$ cat src/rtl/mem_port_arbiter_if.sv
// mem_port_arbiter_if: two cache miss ports plus the shared memory handshake.
// The arbiter uses the slave view; the caches and memory model use master.
interface mem_port_arbiter_if #(
    parameter int ADDR_WIDTH = 32,
    parameter int LINE_WIDTH = 128
);
    logic                  req_valid_0, req_write_0, req_ready_0, resp_valid_0;
    logic [ADDR_WIDTH-1:0] req_addr_0;
    logic [LINE_WIDTH-1:0] req_wdata_0, resp_rdata_0;
    logic                  req_valid_1, req_write_1, req_ready_1, resp_valid_1;
    logic [ADDR_WIDTH-1:0] req_addr_1;
    logic [LINE_WIDTH-1:0] req_wdata_1, resp_rdata_1;
    logic                  mem_is_input_valid, mem_read, mem_write;
    logic [ADDR_WIDTH-1:0] mem_addr;
    logic [LINE_WIDTH-1:0] mem_din, mem_dout;
    logic                  mem_is_ready, mem_is_output_valid, busy;

    modport slave (
        input  req_valid_0, req_write_0, req_addr_0, req_wdata_0,
        input  req_valid_1, req_write_1, req_addr_1, req_wdata_1,
        input  mem_is_ready, mem_is_output_valid, mem_dout,
        output req_ready_0, resp_valid_0, resp_rdata_0,
        output req_ready_1, resp_valid_1, resp_rdata_1,
        output mem_is_input_valid, mem_read, mem_write, mem_addr, mem_din, busy
    );

    modport master (
        output req_valid_0, req_write_0, req_addr_0, req_wdata_0,
        output req_valid_1, req_write_1, req_addr_1, req_wdata_1,
        output mem_is_ready, mem_is_output_valid, mem_dout,
        input  req_ready_0, resp_valid_0, resp_rdata_0,
        input  req_ready_1, resp_valid_1, resp_rdata_1,
        input  mem_is_input_valid, mem_read, mem_write, mem_addr, mem_din, busy
    );
endinterface

$ cat src/rtl/mem_port_arbiter.sv
// mem_port_arbiter: round-robin sharing of one multi-cycle memory port between
// the I-cache (port 0) and D-cache (port 1), one transaction in flight.
module mem_port_arbiter #(
    parameter int ADDR_WIDTH = 32,
    parameter int LINE_WIDTH = 128
) (
    input logic clk,
    input logic reset,
    mem_port_arbiter_if.slave bus
);
    typedef enum logic [1:0] {IDLE, ISSUE, WAIT, RESP} state_t;
    state_t                state;
    logic                  owner, last_grant, lat_write;
    logic [ADDR_WIDTH-1:0] lat_addr;
    logic [LINE_WIDTH-1:0] lat_wdata, rdata;
    logic                  sel, accept, issuing;

    // a tie goes to the port that did not win the previous grant
    assign sel     = bus.req_valid_0 && bus.req_valid_1 ? ~last_grant : bus.req_valid_1;
    assign accept  = reset && state == IDLE && (bus.req_valid_0 || bus.req_valid_1);
    assign issuing = state == ISSUE;

    assign bus.req_ready_0        = accept && !sel;
    assign bus.req_ready_1        = accept && sel;
    assign bus.mem_is_input_valid = issuing;
    assign bus.mem_read           = issuing && !lat_write;
    assign bus.mem_write          = issuing && lat_write;
    assign bus.mem_addr           = issuing ? lat_addr : '0;
    assign bus.mem_din            = issuing && lat_write ? lat_wdata : '0;
    assign bus.resp_valid_0       = state == RESP && !owner;
    assign bus.resp_valid_1       = state == RESP && owner;
    assign bus.resp_rdata_0       = bus.resp_valid_0 && !lat_write ? rdata : '0;
    assign bus.resp_rdata_1       = bus.resp_valid_1 && !lat_write ? rdata : '0;
    assign bus.busy               = state != IDLE;

    always_ff @(posedge clk) begin
        if (!reset) begin
            state      <= IDLE;
            owner      <= 1'b0;
            last_grant <= 1'b1;
            lat_write  <= 1'b0;
            lat_addr   <= '0;
            lat_wdata  <= '0;
            rdata      <= '0;
        end else begin
            case (state)
                IDLE: if (accept) begin
                    state      <= ISSUE;
                    owner      <= sel;
                    last_grant <= sel;
                    lat_write  <= sel ? bus.req_write_1 : bus.req_write_0;
                    lat_addr   <= sel ? bus.req_addr_1 : bus.req_addr_0;
                    lat_wdata  <= sel ? bus.req_wdata_1 : bus.req_wdata_0;
                end
                ISSUE: if (bus.mem_is_ready) state <= lat_write ? RESP : WAIT;
                WAIT: if (bus.mem_is_output_valid) begin
                    rdata <= bus.mem_dout;
                    state <= RESP;
                end
                default: state <= IDLE;
            endcase
        end
    end
endmodule

$ cat src/flat_wrapper.sv
// flat-port wrapper written by rule: the top's interface ports become plain ports
module mem_port_arbiter_flat 
#(
    parameter int ADDR_WIDTH = 32,
    parameter int LINE_WIDTH = 128
)
  (clk, reset, bus_req_valid_0, bus_req_write_0, bus_req_addr_0, bus_req_wdata_0, bus_req_valid_1, bus_req_write_1, bus_req_addr_1, bus_req_wdata_1, bus_mem_is_ready, bus_mem_is_output_valid, bus_mem_dout, bus_req_ready_0, bus_resp_valid_0, bus_resp_rdata_0, bus_req_ready_1, bus_resp_valid_1, bus_resp_rdata_1, bus_mem_is_input_valid, bus_mem_read, bus_mem_write, bus_mem_addr, bus_mem_din, bus_busy);
  mem_port_arbiter_if #(.ADDR_WIDTH(ADDR_WIDTH), .LINE_WIDTH(LINE_WIDTH)) bus_i ();
  input logic clk;
  input logic reset;
  input wire logic [$bits(bus_i.req_valid_0)-1:0] bus_req_valid_0;
  input wire logic [$bits(bus_i.req_write_0)-1:0] bus_req_write_0;
  input wire logic [$bits(bus_i.req_addr_0)-1:0] bus_req_addr_0;
  input wire logic [$bits(bus_i.req_wdata_0)-1:0] bus_req_wdata_0;
  input wire logic [$bits(bus_i.req_valid_1)-1:0] bus_req_valid_1;
  input wire logic [$bits(bus_i.req_write_1)-1:0] bus_req_write_1;
  input wire logic [$bits(bus_i.req_addr_1)-1:0] bus_req_addr_1;
  input wire logic [$bits(bus_i.req_wdata_1)-1:0] bus_req_wdata_1;
  input wire logic [$bits(bus_i.mem_is_ready)-1:0] bus_mem_is_ready;
  input wire logic [$bits(bus_i.mem_is_output_valid)-1:0] bus_mem_is_output_valid;
  input wire logic [$bits(bus_i.mem_dout)-1:0] bus_mem_dout;
  output wire logic [$bits(bus_i.req_ready_0)-1:0] bus_req_ready_0;
  output wire logic [$bits(bus_i.resp_valid_0)-1:0] bus_resp_valid_0;
  output wire logic [$bits(bus_i.resp_rdata_0)-1:0] bus_resp_rdata_0;
  output wire logic [$bits(bus_i.req_ready_1)-1:0] bus_req_ready_1;
  output wire logic [$bits(bus_i.resp_valid_1)-1:0] bus_resp_valid_1;
  output wire logic [$bits(bus_i.resp_rdata_1)-1:0] bus_resp_rdata_1;
  output wire logic [$bits(bus_i.mem_is_input_valid)-1:0] bus_mem_is_input_valid;
  output wire logic [$bits(bus_i.mem_read)-1:0] bus_mem_read;
  output wire logic [$bits(bus_i.mem_write)-1:0] bus_mem_write;
  output wire logic [$bits(bus_i.mem_addr)-1:0] bus_mem_addr;
  output wire logic [$bits(bus_i.mem_din)-1:0] bus_mem_din;
  output wire logic [$bits(bus_i.busy)-1:0] bus_busy;
  assign bus_i.req_valid_0 = bus_req_valid_0;
  assign bus_i.req_write_0 = bus_req_write_0;
  assign bus_i.req_addr_0 = bus_req_addr_0;
  assign bus_i.req_wdata_0 = bus_req_wdata_0;
  assign bus_i.req_valid_1 = bus_req_valid_1;
  assign bus_i.req_write_1 = bus_req_write_1;
  assign bus_i.req_addr_1 = bus_req_addr_1;
  assign bus_i.req_wdata_1 = bus_req_wdata_1;
  assign bus_i.mem_is_ready = bus_mem_is_ready;
  assign bus_i.mem_is_output_valid = bus_mem_is_output_valid;
  assign bus_i.mem_dout = bus_mem_dout;
  assign bus_req_ready_0 = bus_i.req_ready_0;
  assign bus_resp_valid_0 = bus_i.resp_valid_0;
  assign bus_resp_rdata_0 = bus_i.resp_rdata_0;
  assign bus_req_ready_1 = bus_i.req_ready_1;
  assign bus_resp_valid_1 = bus_i.resp_valid_1;
  assign bus_resp_rdata_1 = bus_i.resp_rdata_1;
  assign bus_mem_is_input_valid = bus_i.mem_is_input_valid;
  assign bus_mem_read = bus_i.mem_read;
  assign bus_mem_write = bus_i.mem_write;
  assign bus_mem_addr = bus_i.mem_addr;
  assign bus_mem_din = bus_i.mem_din;
  assign bus_busy = bus_i.busy;
  mem_port_arbiter #(.ADDR_WIDTH(ADDR_WIDTH), .LINE_WIDTH(LINE_WIDTH)) u_core (.clk(clk), .reset(reset), .bus(bus_i));
endmodule
$ cat config.mk
export PLATFORM = sky130hd
export DESIGN_NAME = mem_port_arbiter_flat
export DESIGN_NICKNAME = d
export VERILOG_FILES = /design/src/rtl/mem_port_arbiter_if.sv /design/src/rtl/mem_port_arbiter.sv /design/src/flat_wrapper.sv
export SDC_FILE = /design/constraint.sdc
export NUM_CORES = 1
export LEC_CHECK = 0
export BUFFER_PORTS_ARGS = -buffer_cell sky130_fd_sc_hd__buf_2
export CAP_MARGIN = 20
export CORE_AREA = 2 2 346 348
export CTS_CLUSTER_SIZE = 14
export DETAILED_ROUTE_END_ITERATION = 12
export DIE_AREA = 0 0 348 350
export MAX_ROUTING_LAYER = met4
export SLEW_MARGIN = 20
export SYNTH_ARGS = -nofsm -noshare
export SYNTH_HDL_FRONTEND = slang
export SYNTH_SLANG_ARGS = --single-unit
$ cat constraint.sdc
create_clock -name clk -period 2.5 [get_ports clk]
set_input_delay 0.5 -clock clk [delete_from_list [all_inputs] [get_ports clk]]
set_output_delay 0.5 -clock clk [all_outputs]
set_load 0.03 [all_outputs]
Word level (Yosys, flattened, before mapping)
Cells that the tools add are included.
{"block": "totals", "ff_bits": 293, "input_bits": 456, "out_inout_bits": 424, "elab_cells": 47}
{"block": "classes", "n_eq_ne": 6, "mux": 13, "bitwise_logic": 1, "reduce_logical": 20}
{"operator": "2-to-1 mux 128 bit", "n": 4}
{"operator": "2-to-1 mux 32 bit", "n": 2}
{"operator": "logical AND 1 bit", "n": 11}
{"operator": "2-to-1 mux 2 bit", "n": 3}
{"operator": "one-hot mux 2 bit (3 select lines)", "n": 1}
{"operator": "equality test 2 bit, second input constant", "n": 2}
{"operator": "!= test 2 bit, second input constant", "n": 2}
{"operator": "AND reduction 2 bit", "n": 2}
{"operator": "logical NOT 1 bit", "n": 3}
{"operator": "2-to-1 mux 1 bit", "n": 3}
{"operator": "AND reduction 3 bit", "n": 1}
{"operator": "equality test 2 x 1 -> 1 bit, second input constant", "n": 1}
{"operator": "logical NOT 2 bit", "n": 1}
{"operator": "!= test 2 x 1 -> 1 bit, second input constant", "n": 1}
{"operator": "nonzero test 2 bit", "n": 1}
{"operator": "logical OR 1 bit", "n": 1}
{"operator": "NOT 1 bit", "n": 1}

Logic depth before layout (Yosys ltp)
{"block": "depth", "word_depth": 5, "ltp_mapped": 8}

Least setup slack after synthesis
OpenSTA, ideal clock, no wires.
{"block": "synth_path", "path_type": "register to output", "startpoint": "register u_core.state[1]", "endpoint": "output port bus_mem_read", "t_arrival_ns": 1.987, "t_required_ns": 2.000, "setup_slack_ns": 0.013, "stages_incl_launch_ff": 7, "cell_sequence": "dfxtp_1 > inv_1 > ha_1 > clkbuf_1 > clkbuf_1 > clkbuf_1 > nor2b_1"}
{"block": "synth_between", "elab_chain_cells": 2}
{"item": "from (decl)", "line_no": "mem_port_arbiter.sv:12", "text": "state_t state;"}
{"item": "from (signal assigned)", "line_no": "mem_port_arbiter.sv:55", "text": "ISSUE: if (bus.mem_is_ready) state <= lat_write ? RESP : WAIT;"}
{"item": "equality test 2 x 1 -> 1 bit", "line_no": "mem_port_arbiter.sv:21", "text": "assign issuing = state == ISSUE;"}
{"item": "via bus_mem_is_input_valid", "line_no": "flat_wrapper.sv:28", "text": "output wire logic [$bits(bus_i.mem_is_input_valid)-1:0] bus_mem_is_input_valid;"}
{"item": "logical AND 1 bit", "line_no": "mem_port_arbiter.sv:26", "text": "assign bus.mem_read = issuing && !lat_write;"}
{"item": "to (decl)", "line_no": "flat_wrapper.sv:29", "text": "output wire logic [$bits(bus_i.mem_read)-1:0] bus_mem_read;"}
The timed path passes the listed nets, and every way through them passes these cells.

Worst setup path in the final report
{"block": "layout_path", "startpoint": "register u_core.state[0]", "endpoint": "output port bus_resp_rdata_0[114]"}
{"block": "layout_between", "elab_chain_cells": 4}
{"item": "equality test 2 bit", "line_no": "mem_port_arbiter.sv:30", "text": "assign bus.resp_valid_0 = state == RESP && !owner;"}
{"item": "logical AND 1 bit", "line_no": "mem_port_arbiter.sv:30"}
{"item": "logical AND 1 bit", "line_no": "mem_port_arbiter.sv:32", "text": "assign bus.resp_rdata_0 = bus.resp_valid_0 && !lat_write ? rdata : '0;"}
{"item": "2-to-1 mux 128 bit", "line_no": "mem_port_arbiter.sv:32"}
{"item": "to (decl)", "line_no": "flat_wrapper.sv:24", "text": "output wire logic [$bits(bus_i.resp_rdata_0)-1:0] bus_resp_rdata_0;"}
Every way passes these cells.

==> summary.md <==
| Metric | Value |
|---|---|
| Min-Delay Path Class | in -> reg |
| Global routing's busiest layer | met2 |
| WP depth | 8 |
| IO Pins | 880 |
| DRT iter0 DRCs | 1,058 |
| Outcome | complete, but fails checks |
| Worst r2r path cells | 7 |
| Final antenna-violating net count | 0 |
| RSZ-0062 raised after global routing | true |
| NetSw | 0.00616 W |
| Clock latency on the worst-skew pair | 0.60 ns |
| Worst path arrival time | 2.12 ns |
| CTS root buf | clkbuf_16 |
| Final setup viols | 317 |
| Synth Flop Type | dfxtp_1 |
| First-pass GRT wire length | 124,000 um |
| Routed len/inst | 23.7 um |
| Area delta synth->final | 72.7% |
| Least-Margin Pin Slew | 0.625 ns |
| Mean area per synthesized cell | 8.74 um^2 |
| Hold path start | bus_req_wdata_0[121] |
| Routability cong. | 0.837 |
| Total power | 0.0177 W |
| Fillcell total | 13,000 |
| CP max stage cell | dfxtp_4 |
| Vias | 16,200 |
| Sw Share | 0.349 |
| Syn Nets | 2,086 |
| Port buffer count | 879 |
| CTS clk-pin slew, worst paths | 0.07 ns |
| Post-synth EDFFs | 0 |
| Pin count of the biggest net entering global routing | 83 |
| Clock share of power | 0.355 |
| Final worst-path cycle share | 1.05 |
| Final net count | 2,922 |
| Failing checks | negative setup slack |
| Die ar. | 122,000 um^2 |
| All-Layer GR Usage | 0.150 |
| Commonest non-fill, non-tap cell in the layout | buf_2 |
| Vias in the first global route | 15,500 |
| Commonest non-fill, non-tap cells in the layout | 605 x buf_2, 289 x dfxtp_1, 259 x nand2_1 |
| Final HPWL DP | 72,900 um |
| Crit path to | bus_resp_rdata_0[114] |
| Placed cells | 3,918 |
| Crit path required time | 2.00 ns |
| RR Startpoint | u_core.state[1] |
| Flop pwr share | 0.362 |
| Initial Util | 0.121 |
| Routed vias/inst | 3.99 |
| Cell Area, Synth | 14,200 um^2 |
| Met1 GRT Util | 0.175 |
| Worst Setup Start Kind | register |
| Synth warn | 0 |
| Clock Skew | 0.0113 ns |
| GR Util met3 | 0.0429 |
| Die Y | 350 um |
| TritonCTS clock tree | yes |
| R2r setup slk | 0.49 ns |
| WL final | 96,200 um |
| CTS H-tree lvls | 2 |
| CTS Buffer Depth | 3 |
| Final Critical Period | 2.62 ns |
| Critical path buffers and inverters | 5 |
| Clk sinks | 293 |
| Final WS setup | -0.120 ns |
| Asr flop ratio synth | 0 |
| CP top delay family | buffers and inverters |
| Worst ir drop on vdd | 419 uV |
| Multi-input logic area | 7880 um^2 |
| Reg-to-reg endpoint | u_core.lat_wdata[56] |
| Beginning of the critical path | u_core.state[0] |
| Slew Limit Headroom | 0.583 |
| Slew Viols, Final | 0 |
| Power density over the cells | 720 nW/um^2 |
| Core area | 118,000 um^2 |
| Gate power share | 0.284 |
| Met2 Track Usage GR | 0.250 |
| Flops & latches, synth | 293 |
| Yosys cell types | 28 |
| First-pass iteration count of the detailed router | 5 |
| Crit-path cells | ha_4 > inv_2 > nor3_4 > buf_12 > buf_4 > buf_16 > and2_1 > buf_6 |
| Fmax | 382 MHz |
| Internal cell power | 0.0115 W |
| CP endpoint kind | output port |
| Initial antenna violation count | 85 |
| Die width | 348 um |
| Leakage | 11.0 nW |
| Register Area | 5880 um^2 |
| Total gr overflow | 0 |
| Dpl cell area | 20,800 um^2 |
| Max Fanout on Critical Path | 11 |
| Final cell count without fillers | 4,061 |
| Mapped Cells | 1,626 |
| DRC Markers | 0 |
| Rows | 126 |
| Setup Crit Path Kind | reg -> out |
| Sequential fraction of the synthesis area | 0.413 |
| Design area | 24,500 um^2 |
| Fin. Hold Viols | 0 |
| Num CTS Buffers | 40 |
| Largest stage delay, worst path | 0.36 ns |
| Share of cells above drive strength 1 | 0.456 |
| Max Cap Viol | 0 |
repair_timing:
action / CTS / global route
endpoints found under the hold margin: 0 / 0
setup buffers: 15 / 11
hold buffers: 0 / 0
gates resized for setup: 383 / 174
pin swaps: 1 / 3
cloned: 8 / 9
setup endpoints to repair: 413 / 420
registers in the layout (all words and copies together) (netlist names):
register,count
u_core.last_grant,1
u_core.lat_addr,32
u_core.lat_write,1
u_core.lat_wdata,128
u_core.owner,1
u_core.rdata,128
u_core.state,2
logic make-up after synthesis:
kind of cell,Yosys count,synth area share
flip-flops,293,0.413
adder cells (fa/ha/maj),4,0.00352
AND/OR/NAND/NOR,850,0.342
buffers and inverters,180,0.0549
multiplexers,2,0.00141
AO/OA/AOI/OAI,297,0.185
worst reg2reg max path: stages (launching register included):
cell	delay, ns
dfxtp_4	0.36
inv_1	0.13
ha_4	0.21
nand3_4	0.11
buf_4	0.18
buf_12	0.19
nor3b_1	0.60
a221o_1	0.18
power by group through the flow:
stage	Clock [W]	Sequential, W	Combinational [W]
2_1_floorplan	0	0.00600	0.00276
3_3_place_gp	0	0.00648	0.00442
3_5_place_dp	0	0.00647	0.00448
4_1_cts	0.00651	0.00641	0.00471
5_1_grt	0.00664	0.00648	0.00543
6_report	0.00626	0.00638	0.00501
how the worst min path moves through the flow:
stage                            end  slack [ns]  cells after the start
5_1_grt        u_core.lat_wdata[121]        0.08                      2
4_1_cts        u_core.lat_wdata[121]        0.06                      2
3_5_place_dp     u_core.lat_addr[14]        0.46                      1
2_1_floorplan    u_core.lat_addr[31]        0.45                      1
6_report       u_core.lat_wdata[121]        0.12                      2
3_3_place_gp        u_core.rdata[16]        0.46                      2
per-stage QoR:
stage	setup slack [ns]	utilization	TNS (ns)	hold slack, ns
3_5_place_dp	0.162	0.177	0	0.461
3_3_place_gp	0.252	0.177	0	0.458
5_1_grt	-0.234	0.208	-60.20	0.0827
4_1_cts	-0.255	0.202	-70.85	0.0581
6_report	-0.120	0.208	-16.13	0.125
2_1_floorplan	0.0125	-	0	0.447
routing by layer:
layer,up-vias,share of wire
met5,-,0
met4,0,0.026
met3,156,0.079
met2,808,0.49
met1,7836,0.40
li1,7413,-
cell usage after synthesis, types with 3 or more instances:
library cell | count | area (um^2)
buf_6 | 10 | 113
nand2_1 | 260 | 976
clkbuf_1 | 141 | 529
buf_1 | 5 | 18.8
inv_1 | 6 | 22.5
buf_4 | 3 | 22.5
ha_1 | 4 | 50.1
a221o_1 | 161 | 1610
buf_2 | 14 | 70.1
nor3b_1 | 161 | 1210
and3_1 | 129 | 807
a21boi_0 | 128 | 961
nor2_1 | 3 | 11.3
and2_1 | 292 | 1830
dfxtp_1 | 293 | 5870
area by class of cell:
type,count,area share
multi-input combinational,1153,0.321
timing repair buffer,967,0.299
sequential,293,0.240
tap,1536,0.0783
clock buffer,55,0.0473
clock inverter,16,0.0102
antenna,34,0.00347
inverter,7,0.00107
(Power assumes the default switching activity.)
